### src/rtl/dram_arbiter.sv
// dram_arbiter
//   Shares one external memory controller between an instruction-fetch port (I, read-only)
//   and a load/store port (D). One transaction is in flight at a time. Completion is tracked
//   through the controller's 2-bit state output, where 2'b00 means idle.
//
// Ports
//   clk, rst                         clock (rising edge), asynchronous active-low reset
//   i_req/i_addr/i_rd_ctrl           I request, held stable until i_gnt
//   i_gnt, i_done, i_rdata           I accept pulse, completion pulse, read data
//   d_req/d_addr/d_rd_ctrl/
//   d_wr_ctrl/d_wdata                D request, held stable until d_gnt; a write wins over a read
//   d_gnt, d_done, d_rdata           D accept pulse, completion pulse, read data
//   mem_rd_ctrl/mem_wr_ctrl/
//   mem_addr/mem_din                 controller command side
//   mem_dout, mem_state              controller read data and next-state
//   busy                             transaction in progress
//   err                              sticky timeout flag
//
// Parameters
//   STARVE_LIMIT  consecutive D grants, while I is waiting, before I is forced to win
//   TIMEOUT       WAIT cycles before a stuck transaction is aborted

module dram_arbiter #(
  parameter int STARVE_LIMIT = 4,
  parameter int TIMEOUT      = 64
) (
  input  logic        clk,
  input  logic        rst,
  input  logic        i_req,
  input  logic [63:0] i_addr,
  input  logic [2:0]  i_rd_ctrl,
  output logic        i_gnt,
  output logic        i_done,
  output logic [63:0] i_rdata,
  input  logic        d_req,
  input  logic [63:0] d_addr,
  input  logic [2:0]  d_rd_ctrl,
  input  logic [2:0]  d_wr_ctrl,
  input  logic [63:0] d_wdata,
  output logic        d_gnt,
  output logic        d_done,
  output logic [63:0] d_rdata,
  output logic [2:0]  mem_rd_ctrl,
  output logic [2:0]  mem_wr_ctrl,
  output logic [63:0] mem_addr,
  output logic [63:0] mem_din,
  input  logic [63:0] mem_dout,
  input  logic [1:0]  mem_state,
  output logic        busy,
  output logic        err
);

  typedef enum logic [1:0] {S_IDLE, S_ISSUE, S_WAIT, S_RESP} state_t;

  localparam logic [3:0] STARVE_MAX = 4'(STARVE_LIMIT);
  localparam logic [7:0] TO_LAST    = 8'(TIMEOUT - 1);

  state_t      state, state_n;
  logic        owner_d, owner_d_n;   // 1 = D owns the current transaction
  logic        cap_rd, cap_rd_n;     // current transaction returns read data
  logic [3:0]  starve, starve_n;
  logic [7:0]  tcnt, tcnt_n;
  logic        pick_i;

  logic        i_gnt_n, d_gnt_n, i_done_n, d_done_n, busy_n, err_n;
  logic [63:0] i_rdata_n, d_rdata_n, mem_addr_n, mem_din_n;
  logic [2:0]  mem_rd_ctrl_n, mem_wr_ctrl_n;

  // State and every output are registered together
  always_ff @(posedge clk or negedge rst) begin
    if (!rst) begin
      state       <= S_IDLE;
      owner_d     <= 1'b0;
      cap_rd      <= 1'b0;
      starve      <= '0;
      tcnt        <= '0;
      i_gnt       <= 1'b0;
      d_gnt       <= 1'b0;
      i_done      <= 1'b0;
      d_done      <= 1'b0;
      busy        <= 1'b0;
      err         <= 1'b0;
      i_rdata     <= '0;
      d_rdata     <= '0;
      mem_addr    <= '0;
      mem_din     <= '0;
      mem_rd_ctrl <= '0;
      mem_wr_ctrl <= '0;
    end else begin
      state       <= state_n;
      owner_d     <= owner_d_n;
      cap_rd      <= cap_rd_n;
      starve      <= starve_n;
      tcnt        <= tcnt_n;
      i_gnt       <= i_gnt_n;
      d_gnt       <= d_gnt_n;
      i_done      <= i_done_n;
      d_done      <= d_done_n;
      busy        <= busy_n;
      err         <= err_n;
      i_rdata     <= i_rdata_n;
      d_rdata     <= d_rdata_n;
      mem_addr    <= mem_addr_n;
      mem_din     <= mem_din_n;
      mem_rd_ctrl <= mem_rd_ctrl_n;
      mem_wr_ctrl <= mem_wr_ctrl_n;
    end
  end

  // Next-state and next-output logic
  always_comb begin
    state_n       = state;
    owner_d_n     = owner_d;
    cap_rd_n      = cap_rd;
    starve_n      = starve;
    tcnt_n        = tcnt;
    i_gnt_n       = 1'b0;
    d_gnt_n       = 1'b0;
    i_done_n      = 1'b0;
    d_done_n      = 1'b0;
    busy_n        = busy;
    err_n         = err;
    i_rdata_n     = i_rdata;
    d_rdata_n     = d_rdata;
    mem_addr_n    = mem_addr;
    mem_din_n     = mem_din;
    mem_rd_ctrl_n = mem_rd_ctrl;
    mem_wr_ctrl_n = mem_wr_ctrl;
    // I wins only when D is absent or I has waited through STARVE_LIMIT D grants
    pick_i        = i_req && (!d_req || (starve == STARVE_MAX));

    case (state)
      S_IDLE: begin
        if (!i_req || pick_i) begin
          starve_n = '0;
        end else if (d_req && (starve != STARVE_MAX)) begin
          starve_n = starve + 4'd1;
        end
        if (i_req || d_req) begin
          state_n = S_ISSUE;
          busy_n  = 1'b1;
          if (pick_i) begin
            owner_d_n     = 1'b0;
            cap_rd_n      = 1'b1;
            i_gnt_n       = 1'b1;
            mem_addr_n    = i_addr;
            mem_din_n     = '0;
            mem_rd_ctrl_n = i_rd_ctrl;
            mem_wr_ctrl_n = '0;
          end else begin
            owner_d_n  = 1'b1;
            d_gnt_n    = 1'b1;
            mem_addr_n = d_addr;
            mem_din_n  = d_wdata;
            if (d_wr_ctrl != 3'd0) begin
              cap_rd_n      = 1'b0;
              mem_rd_ctrl_n = '0;
              mem_wr_ctrl_n = d_wr_ctrl;
            end else begin
              cap_rd_n      = (d_rd_ctrl != 3'd0);
              mem_rd_ctrl_n = d_rd_ctrl;
              mem_wr_ctrl_n = '0;
            end
          end
        end
      end

      // Command stays on the bus until the controller leaves idle
      S_ISSUE: begin
        if (mem_state != 2'b00) begin
          state_n       = S_WAIT;
          tcnt_n        = '0;
          mem_rd_ctrl_n = '0;
          mem_wr_ctrl_n = '0;
        end
      end

      S_WAIT: begin
        if (mem_state == 2'b00) begin
          state_n = S_RESP;
          if (cap_rd) begin
            if (owner_d) d_rdata_n = mem_dout;
            else         i_rdata_n = mem_dout;
          end
          if (owner_d) d_done_n = 1'b1;
          else         i_done_n = 1'b1;
        end else if (tcnt == TO_LAST) begin
          // Abort: report completion with zeroed data and flag the error
          state_n = S_RESP;
          err_n   = 1'b1;
          if (owner_d) begin
            d_rdata_n = '0;
            d_done_n  = 1'b1;
          end else begin
            i_rdata_n = '0;
            i_done_n  = 1'b1;
          end
        end else begin
          tcnt_n = tcnt + 8'd1;
        end
      end

      S_RESP: begin
        state_n = S_IDLE;
        busy_n  = 1'b0;
      end

      default: begin
        state_n = S_IDLE;
        busy_n  = 1'b0;
      end
    endcase
  end

endmodule
### config.mk
export PLATFORM = sky130hd
export DESIGN_NAME = dram_arbiter
export DESIGN_NICKNAME = d
export VERILOG_FILES = /design/src/rtl/dram_arbiter.sv
export SDC_FILE = /design/constraint.sdc
export NUM_CORES = 1
export LEC_CHECK = 0
export BUFFER_PORTS_ARGS = -buffer_cell sky130_fd_sc_hd__buf_2
export CORE_AREA = 4 4 210 212
export CTS_BUF_LIST = sky130_fd_sc_hd__clkbuf_4 sky130_fd_sc_hd__clkbuf_8 sky130_fd_sc_hd__clkbuf_16
export CTS_CLUSTER_SIZE = 28
export DETAILED_ROUTE_END_ITERATION = 12
export DIE_AREA = 0 0 214 216
export GPL_ROUTABILITY_DRIVEN = 0
export PLACE_DENSITY = 0.52
export SYNTH_ARGS = -nofsm -noshare
export SYNTH_HDL_FRONTEND = slang
export SYNTH_SLANG_ARGS = --single-unit
export TNS_END_PERCENT = 100
### constraint.sdc
create_clock -name clk -period 2.3 [get_ports clk]
set_clock_uncertainty 0.15 [all_clocks]
set_input_delay 0.345 -clock clk [delete_from_list [all_inputs] [get_ports clk]]
set_output_delay 0.345 -clock clk [all_outputs]
set_load 0.05 [all_outputs]
Yosys cells after proc, flatten, opt, wreduce, memory -nomap -nowiden
Cells that the tools add are included.
W data, S select, Z words.
{"block": "word_totals", "regBits": 284, "input_bits": 271, "out_inout_bits": 268, "word_cells": 109}
{"block": "op_classes", "add_sub_neg": 2, "n_eq_ne": 12, "muxes": 50, "n_bitwise": 2, "n_reduce_logical": 26}
{"op": "$mux W64", "count": 12}
{"op": "$mux W8", "count": 3}
{"op": "$mux W3", "count": 7}
{"op": "$mux W1", "count": 17}
{"op": "$pmux W8 S2", "count": 1}
{"op": "$pmux W3 S2", "count": 2}
{"op": "$reduce_and A4 Y1", "count": 3}
{"op": "$reduce_bool A2 Y1", "count": 6}
{"op": "$ne A2 B2 Y1 const B", "count": 5}
{"op": "$reduce_and A3 Y1", "count": 3}
{"op": "$add A8 B1 Y8 const B", "count": 1}
{"op": "$eq A8 B6 Y1 const B", "count": 1}
{"op": "$mux W2", "count": 4}
{"op": "$mux W4", "count": 2}
{"op": "$pmux W2 S4", "count": 1}
{"op": "$reduce_and A2 Y1", "count": 3}
{"op": "$reduce_bool A3 Y1", "count": 2}
{"op": "$add A4 B1 Y4 const B", "count": 1}
{"op": "$eq A2 B2 Y1 const B", "count": 2}
{"op": "$eq A4 B3 Y1 const B", "count": 1}
{"op": "$logic_not A2 Y1", "count": 2}
{"op": "$ne A4 B3 Y1 const B", "count": 1}
{"op": "$logic_or A1 B1 Y1", "count": 3}
{"op": "$ne A3 B3 Y1 const B", "count": 1}
{"op": "5 further kinds", "count": 8}

Logic depth before layout (Yosys ltp)
Gate-level depths: netlist of run 1.
{"block": "depth", "word_depth": 6, "depth_mapped": 9, "ltp_nobuf": 6}

Least setup slack after synthesis of run 1
OpenSTA, ideal clock, no wires.
{"block": "synth_timing", "path_type": "reg-to-reg", "startpoint": "reg state[0]", "endpoint": "reg mem_rd_ctrl[2]", "setup_ns": 0.126, "arrival_ns": 1.574, "required_ns": 2.024, "setup_slack_ns": 0.450, "path_stages_with_launch": 7, "n_path_buf": 1, "period_less_slack_ns": 1.850, "cell_sequence": "dfrtp_1 inv_1 ha_1 buf_2 a22oi_1 o21ai_1 a221o_1"}
{"block": "synth_via", "elab_chain_len": 3, "word_cells_on_any_way": 7, "classes_between": "3 x eq/ne; 1 x mux; 3 x reduce/logical"}
{"element": "start, declared", "line_no": "58", "source": "state_t state, state_n;"}
{"element": "start signal, assigned", "line_no": "90", "source": "state <= state_n;"}
{"element": "$eq A2 B1 Y1 / $logic_not A2 Y1 (equally long branches)", "line_no": "132", "source": "case (state)"}
{"element": "$ne A2 B2 Y1 (no line) / $reduce_bool A2 Y1 (equally long branches)"}
{"element": "$reduce_and A3 Y1 (no line)"}
{"element": "end signal, assigned", "line_no": "105", "source": "mem_rd_ctrl <= mem_rd_ctrl_n;"}
{"element": "end, declared", "line_no": "43", "source": "output logic [2:0] mem_rd_ctrl,"}
Parallel ways exist; a longest one is shown, timed or not.
A chain may end at the register's enable or synchronous reset.

Worst setup path in the final report of run 1
{"block": "layout_timing", "startpoint": "reg starve[0]", "endpoint": "reg mem_addr[17]"}
{"block": "layout_via", "elab_chain_len": 4}
{"element": "start, declared", "line_no": "61", "source": "logic [3:0] starve, starve_n;"}
{"element": "start signal, assigned", "line_no": "93", "source": "starve <= starve_n;"}
{"element": "$eq A4 B3 Y1", "line_no": "130", "source": "pick_i = i_req && (!d_req || (starve == STARVE_MAX));"}
{"element": "$logic_or A1 B1 Y1", "line_no": "130"}
{"element": "$logic_and A1 B1 Y1", "line_no": "130"}
{"element": "$mux W64", "line_no": "142", "source": "if (pick_i) begin"}
{"element": "end signal, assigned", "line_no": "103", "source": "mem_addr <= mem_addr_n;"}
{"element": "end, declared", "line_no": "45", "source": "output logic [63:0] mem_addr,"}
No other way between the ends.

==> qor.txt, run 1 <==
CP top delay family -> buffers and inverters
Top_reg_cell synth -> dfrtp_1
Cell Count, Final, Fillers Out -> 2347
H-tree depth -> 2
Total wire length -> 43700 um
# rows -> 75
Min-delay worst type -> in -> reg
Synth Instances -> 978
Final Util -> 0.446
Seq/Total Area, Yosys -> 0.618
Flop pwr share -> 0.298
EDFF count, synth -> 0
CTS Buffer Depth -> 3
Critical path's largest stage delay -> 0.36 ns
Arr. time, crit path -> 2.47 ns
Grt ovf -> 0
Post-CTS Setup Bufs -> 0
Commonest non-fill, non-tap cells in the layout -> buf_2, dfrtp_1, dlygate4sd3_1
Min cycle time layout -> 2.21 ns
Crit-path cells -> inv_1 > ha_1 > and3b_1 > o21ai_4 > buf_12 > buf_4 > mux2i_1 > o21ai_0
Clk network pwr share -> 0.202
Port bufs -> 538
Worst-Margin Slew -> 0.598 ns
Pwr Density -> 1450 mW/mm^2
Seq cells post-synth -> 284
Overall Global Routing Usage -> 0.185
Share of flip-flops with an asynchronous set or reset -> 1.00
Status -> finished clean
Total Nets Final -> 2063
DR pass1 iterations -> 5
DIE AREA -> 0.0462 sq mm
Final Hold Fails -> 0
Setup violators final -> 0
Number of I/O pins -> 539
Avg Inst Size Synth -> 11.8 sq um
TritonCTS Buffers -> 34
Critical path class -> reg -> reg
Clock slew at the register clock pins of the worst setup and hold paths -> 0.06 ns
LEAKAGE -> 0.00998 uW
Residual DRC count -> 0
Most common cell after layout, fill and taps aside -> buf_2
Combinational fraction of design power -> 0.501
Crit end category -> flop
Antenna Violating Nets Remaining -> 0
Area Overhead vs Synth -> 62.7%
Placed Instances -> 2023
Slew margin rel. -> 0.598
Via-to-Cell Ratio -> 4.64
Required @ worst endpoint -> 2.56 ns
Type of origin of the critical path -> flop
Unrepaired setup endpoints after global routing -> false
Layout cells sized above 1 -> 0.359
Chip width -> 214 um
Vias in the first global route -> 11.7k
Core Area -> 0.0419 sq mm
DR WL/cell -> 18.6 um
Syn_nets -> 1256
Vias -> 10.9k
Max FO, Critical Path -> 30
Sum Neg Setup Slack -> 0 ns
Synthesized cell area -> 0.0115 sq mm
Worst Path Buf+Inv -> 3
Antenna violations before repair -> 2
NetSw -> 13300 uW
Max_cap viols -> 0
Largest net degree at the start of global routing -> 66
Worst-skew pair later-pin latency -> 0.52 ns
Clk sinks -> 284
Post-DP HPWL -> 29600 um
Max Fclk -> 452 MHz
Crit-path slowest cell -> dfrtp_1
Initial DRC Count -> 745
Post-synthesis cell type count -> 45
Sw frac -> 0.490
Final Power -> 27200 uW
Warnings from Yosys -> 0
Initial Util -> 0.274
Die Height -> 216 um
Max VDD drop -> 0.00106 V
Period utilisation layout -> 0.963
CTS tree -> yes
Clock Tree Root -> clkbuf_16
Global-route wire length before repair -> 68700 um
Internal power -> 13900 uW
Fin. max-slew vios -> 0
## path summary, 6_finish.rpt
| path | start | end | slack [ns] | cells after the start |
|---|---|---|---|---|
| hold reg to reg | mem_addr[49] | mem_addr[49] | 0.32 | 2 |
| hold / removal | d_rd_ctrl[0] | mem_rd_ctrl[0] | 0.06 | 3 |
| max in group asynchronous | rst | mem_din[60] | 1.08 | 3 |
| setup reg to reg | starve[0] | mem_addr[17] | 0.09 | 8 |
| setup / recovery | starve[0] | mem_addr[17] | 0.09 | 8 |
| min in group asynchronous | rst | mem_addr[40] | 0.20 | 2 |
## cell type report
class | count | area [sq um]
Fill cell | 3906 | 23200
Sequential cell | 284 | 7110
Timing Repair Buffer | 844 | 5860
Multi-Input combinational cell | 612 | 3870
Clock buffer | 55 | 1120
Tap cell | 539 | 674
Clock inverter | 2 | 35.0
Inverter | 9 | 33.8
Antenna cell | 2 | 5.00
## synthesized netlist by cell type (all sizes together) (2+ instances only)
cell,count,share of area
buf,50,0.038
a21boi,2,0.0013
nor3,5,0.0026
nand3b,2,0.0013
mux2i,67,0.058
nand3,6,0.0030
a32o,3,0.0026
or2,2,0.0011
nand2b,2,0.0011
dfrtp,284,0.62
o21bai,4,0.0036
o21ai,139,0.061
a21oi,5,0.0022
o211ai,3,0.0020
ha,7,0.0076
or3,2,0.0011
a221o,3,0.0026
nor2,8,0.0041
nand2,202,0.066
clkbuf,23,0.0075
inv,9,0.0029
and3,6,0.0033
o31ai,5,0.0033
a22o,128,0.097
## kinds of logic after synthesis
kind of cell	count (synthesis)	synth area share
AO/OA/AOI/OAI	299	0.182
AND/OR/NAND/NOR	239	0.0865
multiplexers	67	0.0583
buffers and inverters	82	0.0482
adder cells (fa/ha/maj)	7	0.00761
flip-flops	284	0.618
## worst reg2reg max path, delay by kind of cell (launching register included)
| kind | cells | cell delay [ns] |
|---|---|---|
| AO/OA/AOI/OAI | 2 | 0.28 |
| adder cells (fa/ha/maj) | 1 | 0.22 |
| buffers and inverters | 3 | 0.59 |
| flip-flops | 1 | 0.36 |
| multiplexers | 1 | 0.25 |
| AND/OR/NAND/NOR | 1 | 0.25 |
## per-layer routing
| layer | vias to the layer above | wire, um | global-route usage |
|---|---|---|---|
| li1 | 5096 | - | - |
| met1 | 5175 | 18000 | 0.229 |
| met2 | 517 | 20800 | 0.307 |
| met3 | 97 | 3370 | 0.0553 |
| met4 | 0 | 1590 | 0.0692 |
| met5 | - | 0 | 0 |
## sequential cells by signal, indices dropped and copies added (netlist names)
| name | count |
|---|---|
| mem_wr_ctrl | 3 |
| err | 1 |
| busy | 1 |
| state | 2 |
| d_gnt | 1 |
| cap_rd | 1 |
| i_done | 1 |
| mem_addr | 64 |
| owner_d | 1 |
| mem_rd_ctrl | 3 |
| d_done | 1 |
| d_rdata | 64 |
| mem_din | 64 |
| i_gnt | 1 |
| starve | 4 |
| tcnt | 8 |
| i_rdata | 64 |
## repair_timing
item / CTS / global route
hold endpoints to repair: 308 / 1
gates resized for setup: 0 / 0
hold buffers: 264 / 1
## power groups by stage
stage | sequential, uW | clock (uW) | combinational, uW
floorplan | 14800 | 0 | 2780
global placement | 8100 | 0 | 13200
detailed placement | 8120 | 0 | 13300
CTS | 8080 | 5660 | 13600
global route | 8360 | 5860 | 14300
finish | 8090 | 5480 | 13600
## metrics by stage
stage	setup slack [ns]	hold WS [ns]	instance area, sq um
detailed placement	0.170	0.168	14900
finish	0.0862	0.0568	18700
global route	0.00987	0.0325	18700
CTS	0.167	0.00000422	18700
global placement	0.258	0.166	14900
floorplan	0.450	-0.101	11500
No activity file was read; power rests on OpenSTA's default activity.
==> run 2, diff against run 1 <==
--- a/config.mk
+++ b/config.mk
@@ -7,11 +7,11 @@
 export LEC_CHECK = 0
 export BUFFER_PORTS_ARGS = -buffer_cell sky130_fd_sc_hd__buf_2
 export CORE_AREA = 4 4 210 212
-export CTS_BUF_LIST = sky130_fd_sc_hd__clkbuf_4 sky130_fd_sc_hd__clkbuf_8 sky130_fd_sc_hd__clkbuf_16
 export CTS_CLUSTER_SIZE = 28
 export DETAILED_ROUTE_END_ITERATION = 12
 export DIE_AREA = 0 0 214 216
 export GPL_ROUTABILITY_DRIVEN = 0
+export GPL_TIMING_DRIVEN = 0
 export PLACE_DENSITY = 0.52
 export SYNTH_ARGS = -nofsm -noshare
 export SYNTH_HDL_FRONTEND = slang
==> qor.txt, run 2 (synthesized netlist as in run 1, its figures left out) <==
PnR worst setup slack -> 0.109 ns (was 0.0862 ns)
H-tree depth -> 2 (unchanged)
Crit end category -> flop (unchanged)
Critical path's largest stage delay -> 0.37 ns (was 0.36 ns)
Initial Util -> 0.274 (unchanged)
Clk sinks -> 284 (unchanged)
Grt ovf -> 0 (unchanged)
Most common cell after layout, fill and taps aside -> buf_2 (unchanged)
Placed instance area -> 0.0149 sq mm (about the same)
Commonest non-fill, non-tap cells in the layout -> buf_2, dfrtp_1, dlygate4sd3_1 (unchanged)
Arr. time, crit path -> 2.43 ns (was 2.47 ns)
Global-route wire length before repair -> 71900 um (was 68700 um)
Setup violators final -> 0 (unchanged)
Min cycle time layout -> 2.19 ns (was 2.21 ns)
Largest net degree at the start of global routing -> 111 (was 66)
Combinational fraction of design power -> 0.500 (was 0.501)
Residual DRC count -> 0 (unchanged)
Max_cap viols -> 0 (unchanged)
Clk network pwr share -> 0.204 (was 0.202)
Sw frac -> 0.496 (was 0.490)
# rows -> 75 (unchanged)
Required @ worst endpoint -> 2.54 ns (was 2.56 ns)
Chip width -> 214 um (unchanged)
CTS Buffer Depth -> 3 (unchanged)
Unrepaired setup endpoints after global routing -> false (unchanged)
Crit-path cells -> inv_1 > ha_1 > and3b_1 > o21ai_2 > buf_6 > buf_12 > buf_6 > mux2i_1 > o21ai_0 (was inv_1 > ha_1 > and3b_1 > o21ai_4 > buf_12 > buf_4 > mux2i_1 > o21ai_0)
Post-DP HPWL -> 33200 um (was 29600 um)
Vias in the first global route -> 12.0k (was 11.7k)
LEAKAGE -> 0.0101 uW (was 0.00998 uW)
NetSw -> 13600 uW (was 13300 uW)
Port bufs -> 536 (was 538)
Crit path top cell by count -> buf_6
Worst-skew pair later-pin latency -> 0.54 ns (was 0.52 ns)
Clock slew at the register clock pins of the worst setup and hold paths -> 0.06 ns (about the same)
Initial DRC Count -> 551 (was 745)
Min Hold Slack -> -0.0118 ns (was 0.0568 ns)
Antenna Violating Nets Remaining -> 0 (unchanged)
R2R cell count -> 9 (was 8)
Number of I/O pins -> 539 (unchanged)
DR pass1 iterations -> 5 (unchanged)
Min-delay worst type -> in -> reg (unchanged)
TritonCTS Buffers -> 34 (unchanged)
Slew margin rel. -> 0.557 (was 0.598)
Overall Global Routing Usage -> 0.197 (was 0.185)
Final Util -> 0.450 (was 0.446)
Crit-path slowest cell -> dfrtp_1 (unchanged)
Vias -> 11.0k (was 10.9k)
Via-to-Cell Ratio -> 4.62 (was 4.64)
Total Nets Final -> 2101 (was 2063)
Final Hold Fails -> 1 (was 0)
Critical path class -> reg -> reg (unchanged)
Fin. max-slew vios -> 0 (unchanged)
Layout cells sized above 1 -> 0.367 (was 0.359)
Max VDD drop -> 0.000765 V (was 0.00106 V)
Area Overhead vs Synth -> 64.2% (was 62.7%)
Post-route cell area -> 0.0189 sq mm (was 0.0187 sq mm)
Status -> finished with violations (was finished clean)
WHS Path Cells -> 3 (unchanged)
Antenna violations before repair -> 9 (was 2)
Core Area -> 0.0419 sq mm (unchanged)
Period utilisation layout -> 0.952 (was 0.963)
Max FO, Critical Path -> 10 (was 30)
Placement Setup Slack -> -0.232 ns (was 0.170 ns)
Final Power -> 27500 uW (was 27200 uW)
Worst-Margin Slew -> 0.658 ns (was 0.598 ns)
Total wire length -> 46300 um (was 43700 um)
DIE AREA -> 0.0462 sq mm (unchanged)
Internal power -> 13900 uW (about the same)
Pwr Density -> 1460 mW/mm^2 (was 1450 mW/mm^2)
Clock Tree Root -> clkbuf_16 (unchanged)
CTS tree -> yes (unchanged)
Failing checks -> hold timing
Flop pwr share -> 0.295 (was 0.298)
DR WL/cell -> 19.4 um (was 18.6 um)
Type of origin of the critical path -> flop (unchanged)
Die Height -> 216 um (unchanged)
Max Fclk -> 457 MHz (was 452 MHz)
## run 2: changes by cell type in the layout (fill, tap and decap cells not counted), sizes merged, moves of 3 or more
cell / before / now
buf: 579 / 596
bufinv: 1 / 4
clkbuf: 55 / 64
clkinv: 1 / 8
diode: 2 / 6
## run 2: final cells by class
cell class	instances	area, sq um
Multi-Input combinational cell	612	3850
Buffer	73	563
Timing Repair Buffer	809	5470
Clock buffer	43	965
Tap cell	539	674
Fill cell	3943	23100
Clock inverter	16	204
Antenna cell	6	15.0
Inverter	9	33.8
Sequential cell	284	7110
## run 2: stage by stage
step	setup TNS, ns	hold WS, ns	instances
3_5_place_dp	-3.43	0.227	2055
2_1_floorplan	0	-0.101	978
3_3_place_gp	-1356.92	0.306	2053
5_1_grt	0	0.0121	2390
6_report	0	-0.0118	2391
4_1_cts	0	0.00677	2379
## run 2: metal layers
layer | share of wire | wire length, um | up-vias | track usage
met3 | 0.073 | 3370 | 102 | 0.0599
li1 | - | - | 5180 | -
met4 | 0.041 | 1900 | 6 | 0.0819
met5 | 0.00071 | 33 | - | 0
met2 | 0.49 | 22500 | 478 | 0.334
met1 | 0.40 | 18500 | 5282 | 0.234
## run 2: path summary, 6_finish.rpt
kind,from,to,slack (ns)
setup / recovery,starve[0],mem_addr[52],0.11
setup reg to reg,starve[0],mem_addr[52],0.11
hold reg to reg,mem_addr[63],mem_addr[63],0.32
min in group asynchronous,rst,mem_addr[48],0.25
hold / removal,d_wdata[14],mem_din[14],-0.01
max in group asynchronous,rst,d_rdata[57],0.72
## run 2: critical path: cells and delay by family, from the launching register on
kind	cells	cell delay [ns]
AOI/OAI and AO/OA	2	0.25
muxes	1	0.27
adders and majority gates	1	0.21
buffers and inverters	4	0.57
and+or+nand+nor	1	0.22
DFF	1	0.37
## run 2: power by group through the flow
stage	clock network (uW)	logic [uW]	registers (uW)
floorplan	0	2780	14800
finish	5620	13800	8120
CTS	5780	13800	8110
detailed placement	0	13400	8150
global route	5990	14500	8390
global placement	0	13300	8140
## run 2: timing repair
item                                    in CTS  in global routing
gates resized for setup                     11                 21
endpoints found under the hold margin      339                  0
buffers inserted                             0                  6
endpoints found under the setup margin      86                 99
hold buffers                               265                  0
